## src/rtl/sobolflex_idx_if.sv

```systemverilog
// -----------------------------------------------------------------------------
// sobolflex_idx_if -- request/result bundle for the Sobol index sequencer.
//
// Signals (requester side = master, sequencer side = slave):
//   iStart  burst request, honoured only while the sequencer is idle
//   iChan   channel (0/1) of the requested burst
//   iLen    number of points in the burst, 0 means 2^BITWIDTH
//   iEn     advance enable, 0 stalls a running burst
//   iClr    synchronous clear of both channels and of the burst
//   oOneHot registered one-hot direction-vector select
//   oSel    registered channel select
//   oClr    registered clear for the downstream core
//   oBusy   high while a burst is running
//   oDone   one-cycle pulse on burst completion
//   oWrap   (only with SOBOLFLEX_IDX_WRAP_EN) pulse on a point issued from
//           an all-ones counter
// -----------------------------------------------------------------------------
interface sobolflex_idx_if #(
  parameter int BITWIDTH = 8
);
  logic                iStart;
  logic                iChan;
  logic [BITWIDTH-1:0] iLen;
  logic                iEn;
  logic                iClr;
  logic [BITWIDTH-1:0] oOneHot;
  logic                oSel;
  logic                oClr;
  logic                oBusy;
  logic                oDone;
`ifdef SOBOLFLEX_IDX_WRAP_EN
  logic                oWrap;
`endif

  modport master (
    output iStart, iChan, iLen, iEn, iClr,
`ifdef SOBOLFLEX_IDX_WRAP_EN
    input  oWrap,
`endif
    input  oOneHot, oSel, oClr, oBusy, oDone
  );

  modport slave (
    input  iStart, iChan, iLen, iEn, iClr,
`ifdef SOBOLFLEX_IDX_WRAP_EN
    output oWrap,
`endif
    output oOneHot, oSel, oClr, oBusy, oDone
  );
endinterface

```

## src/rtl/sobolflex_idx.sv

```systemverilog
// -----------------------------------------------------------------------------
// sobolflex_idx -- two-channel Gray-code index sequencer for a Sobol core.
//
// Each channel owns a BITWIDTH-bit point counter. A burst of iLen points on
// one channel emits, per advancing cycle, the one-hot position of the lowest
// zero bit of that channel's counter (the direction vector the downstream
// Sobol core must XOR in), then increments the counter. All outputs are
// registered, giving one cycle of latency from the advancing edge.
//
// Ports:
//   iClk   clock, rising edge
//   iRstN  asynchronous active-low reset
//   bus    sobolflex_idx_if.slave (request inputs, registered outputs)
//
// Optional feature: define SOBOLFLEX_IDX_WRAP_EN to add bus.oWrap, a
// one-cycle pulse aligned with a point issued from an all-ones counter.
// -----------------------------------------------------------------------------
module sobolflex_idx #(
  parameter int BITWIDTH = 8
) (
  input  logic             iClk,
  input  logic             iRstN,
  sobolflex_idx_if.slave   bus
);

  typedef enum logic [1:0] {
    S_IDLE = 2'd0,
    S_RUN  = 2'd1,
    S_DONE = 2'd2
  } state_t;

  state_t              r_state;
  logic [BITWIDTH-1:0] r_cnt0;
  logic [BITWIDTH-1:0] r_cnt1;
  logic [BITWIDTH:0]   r_rem;     // one extra bit so 2^BITWIDTH fits
  logic                r_chan;
  logic [BITWIDTH-1:0] r_onehot;
  logic                r_clr;
  logic                r_busy;
  logic                r_done;
`ifdef SOBOLFLEX_IDX_WRAP_EN
  logic                r_wrap;
`endif

  logic [BITWIDTH-1:0] w_cur;
  logic [BITWIDTH-1:0] w_inc;
  logic [BITWIDTH-1:0] w_onehot;
  logic                w_last;

  assign w_cur = r_chan ? r_cnt1 : r_cnt0;
  assign w_inc = w_cur + BITWIDTH'(1);
  // ~c & (c+1) isolates the lowest zero bit of c; for an all-ones counter
  // c+1 wraps to zero, so the select is zero exactly when no zero bit exists.
  assign w_onehot = ~w_cur & w_inc;
  assign w_last   = (r_rem == (BITWIDTH+1)'(1));

  // NOTE: state registers use non-blocking assignments so every register
  // samples pre-edge values regardless of statement order.
  always_ff @(posedge iClk or negedge iRstN) begin
    if (!iRstN) begin
      r_state  <= S_IDLE;
      r_cnt0   <= '0;
      r_cnt1   <= '0;
      r_rem    <= '0;
      r_chan   <= 1'b0;
      r_onehot <= '0;
      r_clr    <= 1'b0;
      r_busy   <= 1'b0;
      r_done   <= 1'b0;
`ifdef SOBOLFLEX_IDX_WRAP_EN
      r_wrap   <= 1'b0;
`endif
    end else begin
      // NOTE: pulse-style outputs get a default every cycle; the branches
      // below only raise them, so nothing holds a stale value.
      r_onehot <= '0;
      r_done   <= 1'b0;
      r_clr    <= bus.iClr;
`ifdef SOBOLFLEX_IDX_WRAP_EN
      r_wrap   <= 1'b0;
`endif
      if (bus.iClr) begin
        // Clear wins over start and enable; the channel register is kept so
        // oSel does not glitch for the downstream core.
        r_state <= S_IDLE;
        r_cnt0  <= '0;
        r_cnt1  <= '0;
        r_rem   <= '0;
        r_busy  <= 1'b0;
      end else begin
        case (r_state)
          S_IDLE: begin
            if (bus.iStart) begin
              r_chan  <= bus.iChan;
              r_rem   <= (bus.iLen == '0) ? {1'b1, {BITWIDTH{1'b0}}}
                                          : {1'b0, bus.iLen};
              r_state <= S_RUN;
              r_busy  <= 1'b1;
            end
          end
          S_RUN: begin
            if (bus.iEn) begin
              r_onehot <= w_onehot;
              if (r_chan) r_cnt1 <= w_inc;
              else        r_cnt0 <= w_inc;
              r_rem <= r_rem - (BITWIDTH+1)'(1);
`ifdef SOBOLFLEX_IDX_WRAP_EN
              r_wrap <= &w_cur;
`endif
              if (w_last) begin
                r_state <= S_DONE;
                r_busy  <= 1'b0;
                r_done  <= 1'b1;
              end
            end
          end
          S_DONE: r_state <= S_IDLE;
          default: begin
            r_state <= S_IDLE;
            r_busy  <= 1'b0;
          end
        endcase
      end
    end
  end

  assign bus.oOneHot = r_onehot;
  assign bus.oSel    = r_chan;
  assign bus.oClr    = r_clr;
  assign bus.oBusy   = r_busy;
  assign bus.oDone   = r_done;
`ifdef SOBOLFLEX_IDX_WRAP_EN
  assign bus.oWrap   = r_wrap;
`endif

endmodule

```

## src/flat_wrapper.sv

```systemverilog
// flat-port wrapper written by rule: the top's interface ports become plain ports
module sobolflex_idx_flat 
#(
  parameter int BITWIDTH = 8
)
  (iClk, iRstN, bus_iStart, bus_iChan, bus_iLen, bus_iEn, bus_iClr, bus_oOneHot, bus_oSel, bus_oClr, bus_oBusy, bus_oDone);
  sobolflex_idx_if #(.BITWIDTH(BITWIDTH)) bus_i ();
  input  logic iClk;
  input  logic iRstN;
  input wire logic [$bits(bus_i.iStart)-1:0] bus_iStart;
  input wire logic [$bits(bus_i.iChan)-1:0] bus_iChan;
  input wire logic [$bits(bus_i.iLen)-1:0] bus_iLen;
  input wire logic [$bits(bus_i.iEn)-1:0] bus_iEn;
  input wire logic [$bits(bus_i.iClr)-1:0] bus_iClr;
  output wire logic [$bits(bus_i.oOneHot)-1:0] bus_oOneHot;
  output wire logic [$bits(bus_i.oSel)-1:0] bus_oSel;
  output wire logic [$bits(bus_i.oClr)-1:0] bus_oClr;
  output wire logic [$bits(bus_i.oBusy)-1:0] bus_oBusy;
  output wire logic [$bits(bus_i.oDone)-1:0] bus_oDone;
  assign bus_i.iStart = bus_iStart;
  assign bus_i.iChan = bus_iChan;
  assign bus_i.iLen = bus_iLen;
  assign bus_i.iEn = bus_iEn;
  assign bus_i.iClr = bus_iClr;
  assign bus_oOneHot = bus_i.oOneHot;
  assign bus_oSel = bus_i.oSel;
  assign bus_oClr = bus_i.oClr;
  assign bus_oBusy = bus_i.oBusy;
  assign bus_oDone = bus_i.oDone;
  sobolflex_idx #(.BITWIDTH(BITWIDTH)) u_core (.iClk(iClk), .iRstN(iRstN), .bus(bus_i));
endmodule
```

## config.mk

```make
export PLATFORM = sky130hd
export DESIGN_NAME = sobolflex_idx_flat
export DESIGN_NICKNAME = d
export VERILOG_FILES = /design/src/rtl/sobolflex_idx_if.sv /design/src/rtl/sobolflex_idx.sv /design/src/flat_wrapper.sv
export SDC_FILE = /design/constraint.sdc
export NUM_CORES = 1
export LEC_CHECK = 0
export ABC_AREA = 1
export CAP_MARGIN = 20
export CORE_UTILIZATION = 45
export DETAILED_ROUTE_END_ITERATION = 7
export GPL_TIMING_DRIVEN = 0
export PLACE_DENSITY = 0.77
export SYNTH_ARGS = -nofsm -noshare
export SYNTH_HDL_FRONTEND = slang
export SYNTH_SLANG_ARGS = --single-unit
```

## constraint.sdc

```tcl
create_clock -name iClk -period 5.2 [get_ports iClk]
set_input_delay 1.04 -clock iClk [delete_from_list [all_inputs] [get_ports iClk]]
set_output_delay 1.04 -clock iClk [all_outputs]
set_load 0.01 [all_outputs]
```

* Yosys cells after proc, flatten, opt, wreduce, memory -nomap -nowiden
Index checks and enable logic that the tools add are counted. W data, S select, Z words.
Cells by class: bitwise gates (word level) 3, muxes and demuxes 31, add/sub/neg operators 2, equal/unequal tests 8, reductions and logical operators 12
Operators with widths (number):
- $mux W8 | 12
- $mux W9 | 4
- $pmux W9 S2 | 1
- $reduce_and A3 Y1 | 5
- $eq A9 B1 Y1 const B | 1
- $sub A9 B1 Y9 const B | 1
- $add A8 B1 Y8 const B | 1
- $and A8 B8 Y8 | 1
- $logic_not A8 Y1 | 1
- $mux W1 | 8
- $mux W2 | 4
- $not A8 Y8 | 1
- $ne A3 B3 Y1 const B | 2
- $reduce_bool A2 Y1 | 3
- $ne A2 B2 Y1 const B | 2
- $pmux W2 S2 | 1
- $reduce_and A4 Y1 | 1
- $ne A3 B2 Y1 const B | 1
- $pmux W1 S3 | 1
- $reduce_bool A3 Y1 | 1
- $eq A2 B1 Y1 const B | 1
- $eq A2 B2 Y1 const B | 1
- $logic_not A2 Y1 | 1
- $not A1 Y1 | 1
Storage, ports and cells: output and inout bits 12, flip-flop bits (word level) 39

* Depth between registers and ports, before layout
Gate-level depths: netlist of run 1.
depth in word-level cells 6, mapped depth 11, mapped depth without buffers 10

* Worst setup path before layout of run 1
Ideal clock, no wire load.
kind input -> register, start point input port bus_iClr, end point register u_core.r_rem[0], library setup time 0.076 ns, buffers on the path 1, cell stages on the path 6, arrival 1.801 ns, setup slack 3.322 ns, required time 5.124 ns, cells stage by stage buf_4 -> nor3_4 -> inv_2 -> o21ai_1 -> nand2_1 -> o21ai_1
Between the ends: cells in the longest elaborated chain, start to end 2
Ends and longest elaborated chain:
- from (decl) | line flat_wrapper.sv:14 | input wire logic [$bits(bus_i.iClr)-1:0] bus_iClr;
- $ne A3 B3 Y1 (no line) or $reduce_bool A3 Y1 (tied branches)
- $reduce_and A3 Y1 (no line)
- to (signal assigned) | line sobolflex_idx.sv:95 | r_rem <= (bus.iLen == '0) ? {1'b1, {BITWIDTH{1'b0}}}
- to (signal assigned) | line sobolflex_idx.sv:106 | r_rem <= r_rem - (BITWIDTH+1)'(1);
- to (decl) | line sobolflex_idx.sv:35 | logic [BITWIDTH:0] r_rem;
Several ways; a longest one is shown, not always the timed one. A chain may end at the register's enable or synchronous reset.

* Worst setup path in the final report of run 1
start point input port bus_iClr, end point register u_core.r_rem[2]
Same word-level chain as after synthesis.

==> metrics.txt, run 1 <==
synth-to-layout area growth=18.7%; final setup fails=0; htree depth=2; number of buffers added for setup after CTS=0; CTS clk-pin slew, worst paths=0.08 ns; switching portion of total power=0.372; Worst Path Arrival=2.67 ns; Worst Setup Path Type=in2reg; fin crit share=0.470; post-detail-place hpwl=3160 um; outcome=finished, final reports clean; Max Cap Viol=0; post-CTS sizing=0; syn_nets=298; depth of the most critical reg-to-reg path=9; port bufs=25; FF-to-FF End=u_core.r_cnt1[6]; worst setup path start=bus_iClr; Achievable Freq=0.409 GHz; Synth Warn #=0; final hold violations=0; Clk pwr share=0.235; maximum clock path buffer count=2; Yosys cell types=27; total grt overflow=0; PD cells=350 nW/um^2; CTS tree=done; number of I/O pins=26; die height=70.9 um; fillers=425; worst clock skew=0.00968 ns; Tot Pwr=0.887 mW; Crit Path Max Fanout=10; DRC violations left=0; core box area=4440 sq um; Max transition margin=0.425; P_int=0.558 mW; Switch Pwr=0.330 mW; antenna cells=0; Worst-Margin Slew=0.863 ns; Rows=24; fin crit period=2.44 ns; Detailed Route WL=4390 um; Final WS setup=around 2.8 ns; R2R setup slack=3.12 ns; combinational power share=0.329; vias=1774; vias in the first global route=1667; crit path capture=u_core.r_rem[2]; Iter 0 DRT Violations=134; RSZ-0062 raised after global routing=no; Reg power frac=0.436; Fin Hold WS=0.495 ns; syn_area_per_cell=between 7 and 8 sq um; reg2reg start=u_core.bus.oSel; Die X=70.9 um; first-pass GRT wire length=7760 um; final setup TNS=0 ns; GP Congestion=0.857; CP Launch Type=input port; Post-Syn Area=2130 sq um; initial antenna violation count=0; Place WS=2.44 ns; Antenna Violating Nets Remaining=0; root buffer cell=clkbuf_8; Worst setup EP type=flip-flop; nets=330; Synth Instances=274; worst min path class=reg2reg; wire per inst=between 10 and 15 um; #FFs+latches synth=39; Pins Over Slew Limit=0; starting density of the core=0.480; drt pass-1 iters=6; largest net degree at the start of global routing=40; vias per std cell=4.94; static leakage=1.19 nW; worst-skew pair later-pin latency=0.31 ns; layout cell share with drive strength beyond 1=0.0912; Seq/Total Area, Yosys=0.457; number of buffers created by CTS=5; Max VDD drop=approximately 0.00016 V; # clock sinks=39; Hold Buf Count CTS=0; required time worst endpoint=5.43 ns; Die Footprint=5020 sq um; overall global routing resource usage=0.202
## stage by stage
stage | util | cells | instance area, sq um
floorplan | - | 274 | 2130
global placement | 0.551 | 351 | 2450
detailed placement | 0.550 | 351 | 2440
CTS | 0.570 | 359 | 2530
global route | 0.570 | 359 | 2530
finish | 0.570 | 359 | 2530
## power groups by stage
stage               clock, mW  sequential, mW  combinational [mW]
finish                  0.209           0.387               0.292
global route            0.226           0.394               0.337
CTS                     0.216           0.387               0.293
detailed placement          0           0.393               0.288
global placement            0           0.390               0.279
floorplan                   0           0.387               0.210
## cell families (layout without fill, tap and decap cells)
family | after synthesis | in the layout | synth area share
AOI/OAI and AO/OA | 47 | 47 | 0.118
xor gates and xnor gates | 1 | 1 | 0.00411
adders and majority gates | 10 | 10 | 0.0587
buffers and inverters | 45 | 78 | 0.0891
DFF | 39 | 39 | 0.457
muxes | 1 | 1 | 0.00528
and+or+nand+nor | 131 | 131 | 0.267
## state kept, by name (all words and copies together) (netlist names)
| register | flops |
|---|---|
| u_core.bus.oDone | 1 |
| u_core.bus.oSel | 1 |
| u_core.r_cnt1 | 8 |
| u_core.bus.oOneHot | 8 |
| u_core.r_rem | 9 |
| u_core.bus.oBusy | 1 |
| u_core.bus.oClr | 1 |
| u_core.r_state | 2 |
| u_core.r_cnt0 | 8 |
## synth_stat cells (all sizes together)
cell | count | area [sq um]
nand2 | 64 | 245
nor2 | 49 | 206
dfrtp | 39 | 976
inv | 39 | 146
o21ai | 33 | 169
nand3 | 13 | 77.6
a21oi | 10 | 53.8
ha | 10 | 125
buf | 6 | 43.8
o21bai | 3 | 22.5
nor3 | 2 | 21.3
and3 | 1 | 6.26
mux2 | 1 | 11.3
nand4 | 1 | 6.26
nor4 | 1 | 6.26
o21a | 1 | 7.51
xnor2 | 1 | 8.76
## worst min-delay path by stage
stage                       from                end  slack [ns]  cells past startpoint
3_3_place_gp    u_core.bus.oBusy   u_core.bus.oBusy        0.47                      2
4_1_cts         u_core.bus.oBusy   u_core.bus.oBusy        0.50                      2
3_5_place_dp    u_core.bus.oBusy   u_core.bus.oBusy        0.48                      2
5_1_grt         u_core.bus.oBusy   u_core.bus.oBusy        0.51                      2
6_report        u_core.bus.oBusy   u_core.bus.oBusy        0.49                      2
2_1_floorplan  u_core.r_state[0]  u_core.r_state[0]        0.46                      2
## metal layers
layer  part of all wire  routed length [um]  up-vias  global-route usage
met3              0.035                 155        6              0.0427
li1                   -                   -      930                   -
met2               0.46                2000       34               0.301
met5                  0                   0        -                   0
met4              0.018                  81        0              0.0800
met1               0.49                2150      804               0.287
## cell usage in the layout (no fill, tap or decap)
cell | netlist | routed
clkinvlp_4 | 0 | 2
inv_2 | 3 | 3
nor2_4 | 3 | 3
dfrtp_1 | 39 | 39
a21oi_1 | 9 | 9
nor3_1 | 1 | 1
nand4_1 | 1 | 1
xnor2_1 | 1 | 1
nand2_2 | 2 | 2
nor3_4 | 1 | 1
inv_1 | 36 | 36
nand2_1 | 62 | 62
clkbuf_8 | 0 | 5
o21ai_0 | 16 | 16
buf_4 | 3 | 3
nor2_1 | 46 | 46
o21ai_1 | 16 | 16
o21a_1 | 1 | 1
buf_6 | 1 | 1
nand3_1 | 12 | 12
ha_1 | 10 | 10
a21oi_2 | 1 | 1
nor4_1 | 1 | 1
o21ai_2 | 1 | 1
and3_1 | 1 | 1
mux2_2 | 1 | 1
buf_2 | 2 | 3
nand3_4 | 1 | 1
o21bai_1 | 3 | 3
clkdlybuf4s50_1 | 0 | 24
clkinv_2 | 0 | 1
## critical path, cell delays in order
cell and delay (ns):
clkdlybuf4s50_1 0.57, buf_4 0.27, nor3_4 0.38, inv_2 0.14, o21ai_1 0.14, nand2_1 0.06, o21ai_1 0.07
## layout make-up
cell class              instances  area [sq um]  area share
well taps                      52          65.1      0.0257
multi-input cells             190           967       0.382
plain buffers                   6          43.8      0.0173
clock buffers                   5          68.8      0.0272
repair buffers                 25           245      0.0968
clock inverters                 3          20.0     0.00791
inverters                      39           146      0.0578
flip-flops and latches         39           976       0.385
Note: power is estimated with default switching activity, not from simulation.
==> run 2, diff against run 1 <==
--- a/config.mk
+++ b/config.mk
@@ -10,7 +10,7 @@
 export CORE_UTILIZATION = 45
 export DETAILED_ROUTE_END_ITERATION = 7
 export GPL_TIMING_DRIVEN = 0
-export PLACE_DENSITY = 0.77
+export PLACE_DENSITY = 0.79
 export SYNTH_ARGS = -nofsm -noshare
 export SYNTH_HDL_FRONTEND = slang
 export SYNTH_SLANG_ARGS = --single-unit
==> constraint.sdc (replaced) <==
create_clock -name iClk -period 2.1 [get_ports iClk]
set_input_delay 0.42 -clock iClk [delete_from_list [all_inputs] [get_ports iClk]]
set_output_delay 0.42 -clock iClk [all_outputs]
set_load 0.01 [all_outputs]
==> metrics.txt, run 2 (synthesis gave the netlist of run 1 again) <==
fin crit share=0.926; largest net degree at the start of global routing=40 (unchanged); Pins Over Slew Limit=0 (unchanged); htree depth=2 (unchanged); Rows=24 (unchanged); Worst Setup Path Type=reg2reg (was in2reg); synth-to-layout area growth=19.1% (was 18.7%); vias=1838 (was 1774); outcome=finished, final reports clean (unchanged); Hold Buf Count CTS=0 (unchanged); Layout Utilization=0.572 (was 0.570); nets=330 (unchanged); starting density of the core=0.480 (unchanged); Antenna Violating Nets Remaining=0 (unchanged); Max Cap Viol=0 (unchanged); required time worst endpoint=2.32 ns (was 5.43 ns); max FFs per register=9 (unchanged); fin crit period=1.95 ns; commonest non-fill, non-tap cells in the layout=nand2_1 (62), nor2_1 (46), dfrtp_1 (39) (unchanged); Worst Path Arrival=2.17 ns (was 2.67 ns); initial antenna violation count=0 (unchanged); CTS clk-pin slew, worst paths=0.08 ns (about the same); core box area=4440 sq um (unchanged); vias in the first global route=1690 (was 1667); Achievable Freq=0.514 GHz; Critical Path Max Stage Delay=0.40 ns (was 0.57 ns); Slowest-stage cell, CP=dfrtp_1 (was clkdlybuf4s50_1); WP buf/inv=2 (was 3); wire per inst=12.1 um (was 12.2 um); Biggest register=u_core.r_rem (unchanged); root buffer cell=clkbuf_8 (unchanged); number of I/O pins=26 (unchanged); drt pass-1 iters=6 (unchanged); DRC violations left=0 (unchanged); Crit Path Max Fanout=10 (unchanged); die height=70.9 um (unchanged); antenna cells=0 (unchanged); total grt overflow=0 (unchanged); overall global routing resource usage=0.194 (was 0.202); Die Footprint=5020 sq um (unchanged); layout cell share with drive strength beyond 1=0.0945 (was 0.0912); crit-path most repeated cell=nand2_1 (was o21ai_1); final setup TNS=0 ns (unchanged); crit path cell chain=clkbuf_4 > clkbuf_4 > nand2_1 > o21ai_1 > nor2_1 > nand2_1 > nor3_1 > ha_1 > nor2_1 > nand2_1 > o21ai_1 (was clkdlybuf4s50_1 > buf_4 > nor3_4 > inv_2 > o21ai_1 > nand2_1 > o21ai_1); worst min path class=in2async (was reg2reg); post-route non-filler standard cell count=359 (unchanged); GP Congestion=0.838 (was 0.857); top cell family by delay on the critical path=simple AND/OR/NAND/NOR gates (was buffers and inverters); post-detail-place hpwl=3120 um (was 3160 um); PD cells=866 nW/um^2 (was 350 nW/um^2); Worst-Margin Slew=0.856 ns (was 0.863 ns); final setup fails=0 (unchanged); final hold violations=0 (unchanged); Max transition margin=0.430 (was 0.425); worst clock skew=0.00515 ns (was 0.00968 ns); vias per std cell=5.12 (was 4.94); # clock sinks=39 (unchanged); number of buffers created by CTS=5 (unchanged); CTS tree=done (unchanged); first-pass GRT wire length=7580 um (was 7760 um); Max VDD drop=0.000576 V (was 0.000164 V); RSZ-0062 raised after global routing=yes (was no); Iter 0 DRT Violations=138 (was 134); placed insts=351 (unchanged); port bufs=25 (unchanged); static leakage=1.20 nW (was 1.19 nW); Worst setup EP type=flip-flop (unchanged); maximum clock path buffer count=2 (unchanged); Detailed Route WL=4350 um (was 4390 um); Fin Hold WS=0.235 ns (was 0.495 ns); worst-skew pair later-pin latency=0.29 ns (was 0.31 ns); Tot Pwr=2.20 mW (was 0.887 mW); Die X=70.9 um (unchanged); leading cell type in the layout, fill and taps excluded=nand2_1 (unchanged); CP Launch Type=flip-flop (was input port); fillers=411 (was 425)
-- run 2: cell types whose count changed in the layout (fill, tap and decap cells not counted) --
cell      before  now
o21ai_1       16   18
o21ai_2        1    2
buf_2          3    1
clkbuf_4       0    2
o21ai_0       16   13
-- run 2: final cells by class --
| type | count | area [sq um] | area share |
|---|---|---|---|
| sequential | 39 | 976 | 0.384 |
| multi-input combinational | 190 | 971 | 0.382 |
| timing repair buffer | 25 | 245 | 0.0965 |
| inverter | 39 | 146 | 0.0576 |
| clock buffer | 5 | 68.8 | 0.0271 |
| tap | 52 | 65.1 | 0.0256 |
| buffer | 6 | 48.8 | 0.0192 |
| clock inverter | 3 | 20.0 | 0.00788 |
-- run 2: path summary, 6_finish.rpt --
| kind | from | endpoint | slack, ns | cells after the start |
|---|---|---|---|---|
| max | u_core.bus.oSel | u_core.r_cnt1[6] | 0.15 | 11 |
| min | iRstN | u_core.bus.oSel | 0.24 | 1 |
| max reg2reg | u_core.bus.oSel | u_core.r_cnt1[6] | 0.15 | 11 |
| min reg2reg | u_core.bus.oBusy | u_core.bus.oBusy | 0.49 | 2 |
| max in group asynchronous | iRstN | u_core.bus.oClr | 1.33 | 1 |
| min in group iClk | u_core.bus.oBusy | u_core.bus.oBusy | 0.49 | 2 |
-- run 2: per-layer routing --
layer / global-route usage / up-vias / routed length, um / part of all wire
met5: 0 / - / 0 / 0
met2: 0.295 / 59 / 1920 / 0.44
met4: 0.0689 / 0 / 34 / 0.0078
met1: 0.270 / 847 / 2130 / 0.49
met3: 0.0484 / 2 / 268 / 0.062
li1: - / 930 / - / -
-- run 2: repair_timing --
action | in CTS | in global routing
resized for setup | 0 | 6
endpoints found under the setup margin | 0 | 9
buffers inserted | 0 | 0
-- run 2: power breakdown --
group	internal, mW	switching, mW
logic	0.274	0.456
clock network	0.231	0.277
registers	0.884	0.0782
total	1.39	0.811
-- run 2: metrics by stage --
stage	setup WS [ns]	instance area (sq um)
after CTS	0.0879	2530
after global placement	-0.281	2450
after detailed placement	-0.0499	2440
after global routing	-0.0452	2540
after floorplan	0.295	2130
final	0.155	2540
